<file path="src/rtl/riscv_sim_monitor.sv">
// Run monitor for the riscv cores. It watches the imem/dmem observation buses,
// decides PASS/FAIL/TIMEOUT/HANG and logs every store seen during the run
// into a small show-ahead FIFO. It only observes and drives nothing into the core.
module riscv_sim_monitor #(
   parameter int               XLEN           = 32,
   parameter logic [XLEN-1:0]  PASS_ADDR      = XLEN'(100),
   parameter logic [XLEN-1:0]  PASS_DATA      = XLEN'(25),
   parameter int               TIMEOUT_CYCLES = 200,
   parameter int               HANG_CYCLES    = 16,
   parameter int               LOG_DEPTH      = 8,
   parameter int               CNT_W          = 16
) (
   input  logic                             i_clk,
   input  logic                             i_rstn,
   input  logic                             i_en,
   input  logic [XLEN-1:0]                  i_imem_pc,
   input  logic [XLEN-1:0]                  i_dmem_addr,
   input  logic                             i_dmem_wr_en,
   input  logic [3:0]                       i_dmem_byte_sel,
   input  logic [XLEN-1:0]                  i_dmem_wr_data,
   input  logic                             i_log_rd_en,
   output logic [2:0]                       o_state,
   output logic                             o_done,
   output logic                             o_pass,
   output logic [CNT_W-1:0]                 o_cycle_cnt,
   output logic                             o_log_valid,
   output logic [4+2*XLEN-1:0]              o_log_data,
   output logic [$clog2(LOG_DEPTH+1)-1:0]   o_log_count,
   output logic                             o_log_overflow
);

   localparam int PTR_W   = $clog2(LOG_DEPTH);
   localparam int LCNT_W  = $clog2(LOG_DEPTH + 1);
   localparam int ENTRY_W = 4 + 2 * XLEN;
   localparam int HANG_W  = (HANG_CYCLES < 2) ? 1 : $clog2(HANG_CYCLES + 1);

   // Last cycle-count value before a timeout fires.
   localparam logic [CNT_W-1:0]  TIMEOUT_LAST = (TIMEOUT_CYCLES > 0) ? CNT_W'(TIMEOUT_CYCLES - 1) : '0;
   // Number of consecutive equal-PC comparisons that declares a hang.
   localparam logic [HANG_W:0]   HANG_LAST    = (HANG_CYCLES > 0) ? (HANG_W + 1)'(HANG_CYCLES - 1) : '0;

   typedef enum logic [2:0] {
      ST_IDLE    = 3'd0,
      ST_RUN     = 3'd1,
      ST_PASS    = 3'd2,
      ST_FAIL    = 3'd3,
      ST_TIMEOUT = 3'd4,
      ST_HANG    = 3'd5
   } state_t;

   state_t              state_reg, state_next;
   logic [CNT_W-1:0]    cycle_cnt_reg, cycle_cnt_next;
   logic [HANG_W-1:0]   hang_cnt_reg, hang_cnt_next;
   logic [XLEN-1:0]     prev_pc_reg, prev_pc_next;

   logic [PTR_W-1:0]    wr_ptr_reg, rd_ptr_reg;
   logic [LCNT_W-1:0]   log_count_reg;
   logic                log_overflow_reg;
   logic [ENTRY_W-1:0]  log_mem [LOG_DEPTH];

   logic                log_push;
   logic                log_pop;
   logic                log_full;
   logic                log_accept;
   logic                log_drop;
   logic                log_valid;
   logic [ENTRY_W-1:0]  log_head;

   logic                pc_same;
   logic [HANG_W:0]     hang_inc;
   logic                hang_trip;
   logic                timeout_hit;
   logic                pass_hit;

   // Run-condition decodes used by the next-state logic.
   always_comb begin
      pc_same     = (i_imem_pc == prev_pc_reg);
      hang_inc    = {1'b0, hang_cnt_reg} + 1'b1;
      hang_trip   = (HANG_CYCLES != 0) && pc_same && (hang_inc >= HANG_LAST);
      timeout_hit = (TIMEOUT_CYCLES != 0) && (cycle_cnt_reg == TIMEOUT_LAST);
      pass_hit    = i_dmem_wr_en && (i_dmem_addr == PASS_ADDR);
   end

   // Next-state, counter and PC-history logic; terminal states freeze everything.
   always_comb begin
      state_next     = state_reg;
      cycle_cnt_next = cycle_cnt_reg;
      hang_cnt_next  = hang_cnt_reg;
      prev_pc_next   = prev_pc_reg;
      log_push       = 1'b0;
      case (state_reg)
         ST_IDLE: begin
            if (i_en) state_next = ST_RUN;
         end
         ST_RUN: begin
            cycle_cnt_next = (cycle_cnt_reg == {CNT_W{1'b1}}) ? cycle_cnt_reg : cycle_cnt_reg + 1'b1;
            prev_pc_next   = i_imem_pc;
            if (pc_same)
               hang_cnt_next = (hang_cnt_reg == {HANG_W{1'b1}}) ? hang_cnt_reg : hang_cnt_reg + 1'b1;
            else
               hang_cnt_next = '0;
            log_push = i_dmem_wr_en;
            // A store to the pass address outranks a hang, which outranks a timeout.
            if (pass_hit)
               state_next = (i_dmem_wr_data == PASS_DATA) ? ST_PASS : ST_FAIL;
            else if (hang_trip)
               state_next = ST_HANG;
            else if (timeout_hit)
               state_next = ST_TIMEOUT;
         end
         ST_PASS, ST_FAIL, ST_TIMEOUT, ST_HANG: begin
         end
         default: state_next = ST_IDLE;
      endcase
   end

   // Monitor state registers.
   always_ff @(posedge i_clk or negedge i_rstn) begin
      if (!i_rstn) begin
         state_reg     <= ST_IDLE;
         cycle_cnt_reg <= '0;
         hang_cnt_reg  <= '0;
         prev_pc_reg   <= '0;
      end else begin
         state_reg     <= state_next;
         cycle_cnt_reg <= cycle_cnt_next;
         hang_cnt_reg  <= hang_cnt_next;
         prev_pc_reg   <= prev_pc_next;
      end
   end

   // FIFO control: a full FIFO still takes a push when the head leaves on the same edge.
   always_comb begin
      log_valid  = (log_count_reg != '0);
      log_full   = (log_count_reg == LCNT_W'(LOG_DEPTH));
      log_pop    = i_log_rd_en && log_valid;
      log_accept = log_push && (!log_full || log_pop);
      log_drop   = log_push && log_full && !log_pop;
   end

   // FIFO pointers, occupancy and sticky overflow flag.
   always_ff @(posedge i_clk or negedge i_rstn) begin
      if (!i_rstn) begin
         wr_ptr_reg       <= '0;
         rd_ptr_reg       <= '0;
         log_count_reg    <= '0;
         log_overflow_reg <= 1'b0;
      end else begin
         if (log_accept) wr_ptr_reg <= wr_ptr_reg + 1'b1;
         if (log_pop)    rd_ptr_reg <= rd_ptr_reg + 1'b1;
         if (log_accept && !log_pop)
            log_count_reg <= log_count_reg + 1'b1;
         else if (!log_accept && log_pop)
            log_count_reg <= log_count_reg - 1'b1;
         if (log_drop) log_overflow_reg <= 1'b1;
      end
   end

   // Store-log storage; left unreset so it maps onto plain RAM.
   always_ff @(posedge i_clk) begin
      if (log_accept)
         log_mem[wr_ptr_reg] <= {i_dmem_byte_sel, i_dmem_addr, i_dmem_wr_data};
   end

   // Show-ahead head: read addressed by the registered read pointer only.
   assign log_head = log_mem[rd_ptr_reg];

   // Force the head to zero while the FIFO is empty.
   genvar gi;
   generate
      for (gi = 0; gi < ENTRY_W; gi++) begin : g_head_gate
         assign o_log_data[gi] = log_head[gi] & log_valid;
      end
   endgenerate

   assign o_state        = state_reg;
   assign o_done         = (state_reg == ST_PASS) || (state_reg == ST_FAIL) ||
                           (state_reg == ST_TIMEOUT) || (state_reg == ST_HANG);
   assign o_pass         = (state_reg == ST_PASS);
   assign o_cycle_cnt    = cycle_cnt_reg;
   assign o_log_valid    = log_valid;
   assign o_log_count    = log_count_reg;
   assign o_log_overflow = log_overflow_reg;

endmodule

</file>
<file path="config.mk">
export PLATFORM = sky130hd
export DESIGN_NAME = riscv_sim_monitor
export DESIGN_NICKNAME = d
export VERILOG_FILES = /design/src/rtl/riscv_sim_monitor.sv
export SDC_FILE = /design/constraint.sdc
export NUM_CORES = 1
export LEC_CHECK = 0
export BUFFER_PORTS_ARGS = -buffer_cell sky130_fd_sc_hd__buf_2
export CAP_MARGIN = 5
export CORE_MARGIN = 2
export CORE_UTILIZATION = 60
export CTS_CLUSTER_DIAMETER = 200
export DETAILED_ROUTE_END_ITERATION = 8
export PLACE_DENSITY = 0.9
export SYNTH_ARGS = -nofsm -noshare
export SYNTH_HDL_FRONTEND = slang
export SYNTH_SLANG_ARGS = --single-unit
</file>
<file path="constraint.sdc">
create_clock -name i_clk -period 16.9 [get_ports i_clk]
set_input_delay 2.535 -clock i_clk [delete_from_list [all_inputs] [get_ports i_clk]]
set_output_delay 2.535 -clock i_clk [all_outputs]
set_load 0.005 [all_outputs]
</file>
Word level (Yosys, flattened, before mapping)
Memories as Yosys holds them, arrays and structs flattened. Cells that the tools add are included.

Output and inout port bits: 95. Register bits: 67. Input port bits: 105. Memories kept: 1. Memory bits (writable): 544.

Reductions and logical operators: 22. Bitwise logic cells: 70. Equality and inequality tests: 15. Muxes and demuxes: 13. Magnitude comparators: 1. Add/subtract/negate cells: 7.

Memory list: log_mem (depth 8, width 68, rd ports 1, clocked after Yosys merged registers in 0, write ports 1, line 59) `logic [ENTRY_W-1:0] log_mem [LOG_DEPTH];`.

Operators by type and width (number): $and A1 B1 Y1 (68); $eq A32 B32 Y1 (1); $eq A32 B5 Y1 const B (1); $eq A32 B7 Y1 const B (1); $add A16 B1 Y16 const B (1); $eq A16 B16 Y1 const B (1); $eq A16 B8 Y1 const B (1); $mux W3 (4); $mux W5 (2); $pmux W3 S3 (1); $logic_and A1 B1 Y1 (8); $mux W4 (2); $add A3 B1 Y3 const B (2); $add A5 B1 Y6 const B (1); $eq A3 B2 Y1 const B (2); $eq A3 B3 Y1 const B (2); $ge A6 B4 Y1 const B (1); $add A5 B1 Y5 const B (1); $eq A5 B5 Y1 const B (1); $add A4 B1 Y4 const B (1); $eq A4 B4 Y1 const B (1); $logic_or A1 B1 Y1 (4); $mux W1 (4); $ne A2 B2 Y1 const B (2); other kinds (11) (15).

Logic depth before layout (Yosys ltp)
Gate-level depths: netlist of run 1.

Depth in word-level cells: 8. Mapped depth: 13. Depth with buffers taken out: 12.

Worst setup path after synthesis of run 1
No wires, ideal clock.

Kind: input-to-reg. Start point: input port i_log_rd_en. End point: memory log_mem[0][0] (netlist name), enable pin. Path slack: 6.884 ns. Required time: 16.237 ns. Path buffers: 0. Arrival time: 9.353 ns. Cell stages on the path: 3. Cells stage by stage: nand3b_1 > nand3_1 > nor4_1.

Cells in the longest elaborated chain, start to end: 5.

RTL lines: start, declared (line 21) `input logic i_log_rd_en,`; $logic_and A1 B1 Y1 (line 136) `log_pop = i_log_rd_en && log_valid;`; $logic_or A1 B1 Y1 (line 137) `log_accept = log_push && (!log_full || log_pop);`; $logic_and A1 B1 Y1 (line 137); $mux W1 (line 161) `if (log_accept)`; $mux W1 (not written as such) (line 162) `log_mem[wr_ptr_reg] <= {i_dmem_byte_sel, i_dmem_addr, i_dmem_wr_data};`; end, declared (line 59).

Every way passes these cells.

Worst setup path in the final report of run 1
Start point: register rd_ptr_reg[0]. End point: output port o_log_data[9].

Cells in the longest elaborated chain, start to end: 2.

RTL lines: start, declared (line 56) `logic [PTR_W-1:0] wr_ptr_reg, rd_ptr_reg;`; start signal, assigned (line 150) `if (log_pop) rd_ptr_reg <= rd_ptr_reg + 1'b1;`; $mem_v2 Z8 W68; $and A1 B1 Y1 (line 172) `assign o_log_data[gi] = log_head[gi] & log_valid;`; end, declared (line 27) `output logic [4+2*XLEN-1:0] o_log_data,`.

Every way passes these cells.

==> results of run 1 <==
[worst paths after layout]
check                                     from        endpoint  slack, ps  depth (start not counted)
min in group asynchronous               i_rstn  o_cycle_cnt[0]       2100                          2
worst max register to register      o_state[2]   log_mem[5][2]      13190                          7
worst min register to register  o_log_overflow  o_log_overflow        490                          1
worst min-delay path            o_log_overflow  o_log_overflow        490                          1
max in group asynchronous               i_rstn   rd_ptr_reg[0]      14110                          2
worst max-delay path             rd_ptr_reg[0]   o_log_data[9]       9800                          6
[cells in the mapped netlist (all sizes together) (2+ instances only)]
library cell	n
edfxtp	544
mux4	136
nand2	123
nor2	84
mux2i	69
dfrtp	67
xor2	38
clkbuf	31
buf	22
nor4	19
xnor2	18
nor3	14
inv	11
nand4	11
ha	10
nand3	6
o21ai	6
and3	5
nor4b	5
a21oi	4
mux2	3
nand2b	3
or3	3
and2	2
nor2b	2
o22ai	2
or2	2
[cells by family (layout without fill, tap and decap cells)]
group / Yosys count / count (layout) / synth area share, %
compound gates: 20 / 20 / 0.6276
mux: 208 / 208 / 15.70
fa+ha+maj: 11 / 11 / 0.6016
buf+inv: 64 / 343 / 1.115
flops: 611 / 611 / 74.66
xor+xnor: 56 / 56 / 2.033
simple gates: 283 / 283 / 5.259
other cells: 0 / 5 / 0
[layout make-up]
| class | instances | area, um2 | area share, % |
|---|---|---|---|
| tap | 525 | 656.9 | 2.360 |
| sequential | 611 | 18020 | 64.75 |
| clock buffer | 78 | 1642 | 5.897 |
| inverter | 11 | 41.29 | 0.1483 |
| timing repair buffer | 222 | 1169 | 4.198 |
| antenna | 5 | 12.51 | 0.04495 |
| multi-input combinational | 578 | 5898 | 21.19 |
| clock inverter | 32 | 392.9 | 1.411 |
[placed cells by master, fill, tap and decap left out, types with 4 or more instances in the layout]
cell / instances
nor4b_1: 5
edfxtp_1: 544
nand2_1: 123
mux4_2: 136
mux2i_1: 69
nor4_1: 17
inv_1: 9
clkinv_2: 5
ha_1: 10
clkinv_1: 10
and3_1: 5
nor2_1: 81
diode_2: 5
bufinv_16: 9
xor2_1: 38
dfrtp_1: 64
xnor2_1: 18
buf_2: 199
clkinvlp_4: 5
buf_4: 23
nand3_1: 5
nand4_1: 11
nor3_1: 9
a21oi_1: 4
clkbuf_16: 62
nor3_2: 5
o21ai_0: 4
clkbuf_1: 13
[per-stage QoR]
stage	hold slack (ps)	setup WS (ps)	total power, mW	instance area [um2]	std cells
finish	494.0	9797	3.052	27840	2062
global route	521.3	9333	3.125	27830	2059
CTS	491.5	9619	3.067	27820	2057
detailed placement	470.2	10270	1.715	25790	1947
global placement	455.6	10310	1.712	25790	1947
floorplan	462.7	6884	1.680	24120	1253
[report_power, final]
part,internal [mW],total (mW),switching [mW]
combinational,0.0114,0.0406,0.0292
clock,0.819,1.37,0.549
sequential,1.64,1.64,0.0000000000108
[worst reg2reg max path: stages (launching register included)]
cell,delay (ps)
dfrtp_1,440
nor2_1,310
and2_1,240
nand3_1,350
inv_2,190
nand2_1,240
nor2_4,720
buf_4,770
[per-layer routing]
layer	global-route usage, %	part of all wire, %
met5	0	0.013
met4	8.540	2.9
met3	5.520	8.1
met2	44.21	51
met1	35.51	38
==> metrics.yaml, run 1 <==
status: "finished, final reports clean"
design.final.nets: 1599
gr-usage-all-layers_pct: 26.50
die_h_um: 204.5
largest_reg_flops: 544
syn-cell-area_mm2: 0.02412
die_area_mm2: 0.04183
worstSetupEndpointType: "output pin"
yosysWarnings: 0
cts_setup_buffers: 0
grt_pass1_vias: 13540
drive_gt1_share_pct: 30.42
timing_hold_violations_final: 0
start_kind: "register"
htree_levels: 2
post_drt_wl_per_cell_um: 25.81
drv_slew: 0
fillers: 2370
drtAntennaViolNets: 0
die_w_um: 204.5
cts_buffers: 59
cts_hold_buf: 0
drcViolationCount: 0
cts_resized: 0
portBuffers: 199
vias_per_cell: 6.161
synth_top_area_share_pct: 67.71
grt_max_degree: 70
netlist-cell-type-count: 49
yosys_register_bits: 611
hold_class: "reg2reg"
skew_ps: 26.72
grt_antenna_before_repair: 7
synthCells: 1253
hpwl_um: 29520
p_per_area_mw_per_mm2: 109.6
critical_path_arrival_ps: 4570
cts_tree: "done"
via_count: 12700
worstMarginPinSlew_ps: 1021
crit_type: "reg2out"
synth_area_leader_cell: "edfxtp_1"
max_freq_mhz: 140.8
cp_max_fo: 49
cp_data_required_time_ps: 14370
postSynth.asyncResetShare_pct: 10.97
postLayoutCoreUtil_pct: 70.06
ir_drop_uv: 84.01
rsz0062_at_grt: "no"
cap_violations: 0
overflow: 0
rows: 73
routabilityCongestion: 0.8191
drtIter0Drc: 1148
syn_to_final_growth_pct: 15.38
setup_viol: 0
pin_count: 200
total_leakage_power_nw: 9.319
min_period_ps: 7103
path_buf_inv: 3
drt-total-wl_um: 53230
min_period_over_period_pct: 42.03
synth_top_flop_cell: "edfxtp_1"
cts.sinks: 611
syn-num-nets: 1369
core_area_mm2: 0.03973
max_slew_margin_pct: 31.44
critPathMaxStageDelay_ps: 1000
grt_first_pass_wirelength_um: 81480
ys_seq_area_share_pct: 74.66
fin_tns_setup_ps: 0
syn_avg_cell_area_um2: 19.25
clock_latency_ps: 630
worst_path_max_delay_cell: "dfrtp_4"
critPathTopFamily: "buffers and inverters"
synth-edff-count: 544
initial_utilization_pct: 60.72
cts.clk_slew.worst_paths_ps: 60
synth_area_leaders: "edfxtp_1 (68%), mux4_2 (13%), dfrtp_1 (6.9%)"
ctsLongestPathBuffers: 3
path_cells: "buf_4 -> buf_4 -> mux4_2 -> mux2i_1 -> nor2_1 -> buf_2"
cp_common_cell: "buf_4"
cts-root-buf: "clkbuf_16"
drt_first_pass_iters: 5
(Power assumes the default switching activity.)
==> run 2: changes to the inputs <==
- CORE_UTILIZATION: 60 -> 59
- PLACE_DENSITY: 0.9 -> 0.89
- clock period: 16.9 -> 7 ns (I/O delays scaled with it)
==> metrics.yaml, run 2 (synthesis results as in run 1) <==
fillers: 2505
htree_levels: 2
design_area_mm2: 0.02776
reg2reg_to: "log_mem[6][9]"
path_cells: "buf_4 -> mux4_2 -> mux2i_1 -> nor2_1 -> buf_2"
critPathMaxStageDelay_ps: 1060
crit_start: "rd_ptr_reg[1]"
finalPower_mw: 7.243
design.final.nets: 1598
min_period_over_period_pct: 62.89
cts_hold_buf: 0
portBuffers: 199
syn_to_final_growth_pct: 15.07
overflow: 0
pin_count: 200
grt_first_pass_wirelength_um: 78110
via_count: 12670
crit_type: "reg2out"
drt-total-wl_um: 52020
min_from: "o_log_overflow"
routabilityCongestion: 0.7924
worstSetupEndpointType: "output pin"
total_leakage_power_nw: 9.290
timing.hold.ws_ps: 473.8
drcViolationCount: 0
timing.rr.start: "o_state[2]"
drtAntennaViolNets: 0
status: "finished, final reports clean"
clock_latency_ps: 610
timing_hold_violations_final: 0
fin_tns_setup_ps: 0
post_drt_wl_per_cell_um: 25.19
die_area_mm2: 0.04252
multi_input_area_mm2: 0.005907
instances_no_fill: 2065
vias_per_cell: 6.134
grt_antenna_before_repair: 8
largest_reg_flops: 544
worstMarginPinSlew_ps: 1032
cts_resized: 0
cts_buffers: 59
min_period_ps: 4402
post_dp_cell_area_mm2: 0.02581
die_w_um: 206.2
r2r.worst_path.cells: 7
critical_path_arrival_ps: 3350
cts.sinks: 611
setup_viol: 0
cts_setup_buffers: 0
max_freq_mhz: 227.2
cts_tree: "done"
hold_class: "reg2reg"
drtIter0Drc: 1052
worst_path_max_delay_cell: "dfrtp_4"
max_slew_margin_pct: 31.21
drive_gt1_share_pct: 30.22
cp_max_fo: 67
start_kind: "register"
hpwl_um: 29040
final_cell_mix: "edfxtp_1 (544), buf_2 (199), mux4_2 (136)"
drt_first_pass_iters: 5
drv_slew: 0
r2r_slack_ps: 3280
cp_data_required_time_ps: 5950
die_h_um: 206.2
core_area_mm2: 0.04055
rsz0062_at_grt: "no"
seq_area_mm2: 0.01802
cts-root-buf: "clkbuf_16"
initial_utilization_pct: 59.49
placed_cells: 1953
grt_max_degree: 70
ctsLongestPathBuffers: 3
skew_ps: 23.43
worstHoldEndpoint: "o_log_overflow"
p_per_area_mw_per_mm2: 260.9
rows: 74
grt_pass1_vias: 13070
mostFrequentLayoutCell: "edfxtp_1"
gr-usage-all-layers_pct: 25.12
cts.clk_slew.worst_paths_ps: 60
cap_violations: 0
hold_depth: 1
ir_drop_uv: 184.8
[run 2: cell count changes in the layout (fill, tap and decap cells not counted), moves of 2 or more]
cell / before / now
inv_6: 0 / 2
clkinv_4: 2 / 0
clkbuf_16: 62 / 59
buf_4: 23 / 21
clkinv_2: 5 / 9
clkinvlp_4: 5 / 2
[run 2: where the power goes]
group	internal (mW)	total [mW]	switching (mW)	leakage, nW
combinational	0.0276	0.0984	0.0708	2.70
sequential	3.97	3.97	0.0000000000254	5.64
clock	1.88	3.18	1.30	0.946
total	5.88	7.24	1.37	9.29
[run 2: through the flow]
step / utilization (%) / setup slack [ps]
after floorplan: - / 194.2
after CTS: 68.43 / 2502
after global routing: 68.45 / 2324
after global placement: 63.65 / 3074
after detailed placement: 63.65 / 3020
final: 68.45 / 2598
[run 2: metal layers]
metal / track usage (%) / part of all wire (%) / wire length (um) / vias up
li1: - / - / - / 5417
met1: 33.44 / 38 / 19610 / 6543
met2: 41.95 / 51 / 26430 / 600
met4: 8.724 / 2.8 / 1474 / 8
met3: 5.030 / 8.6 / 4454 / 98
met5: 0 / 0.087 / 45 / -
[run 2: critical path, delay by kind of cell, from the launching register on]
kind	cells	cell delay, ps
AND/OR/NAND/NOR	1	80
multiplexers	2	630
buffers and inverters	2	950
flip-flops	1	1060
[run 2: area by class of cell]
class	instances	share of cell area (%)
sequential	611	64.93
multi-input combinational	578	21.28
clock buffer	77	5.706
timing repair buffer	221	4.228
tap	532	2.398
clock inverter	31	1.280
inverter	11	0.1487
antenna	4	0.03606
[run 2: worst max path at each step]
stage	slack, ps	endpoint
2_1_floorplan	190	log_mem[4][0]
3_3_place_gp	3070	log_mem[6][2]
3_5_place_dp	3020	log_mem[7][9]
4_1_cts	2500	o_log_data[37]
5_1_grt	2320	o_log_data[42]
6_report	2600	o_log_data[51]
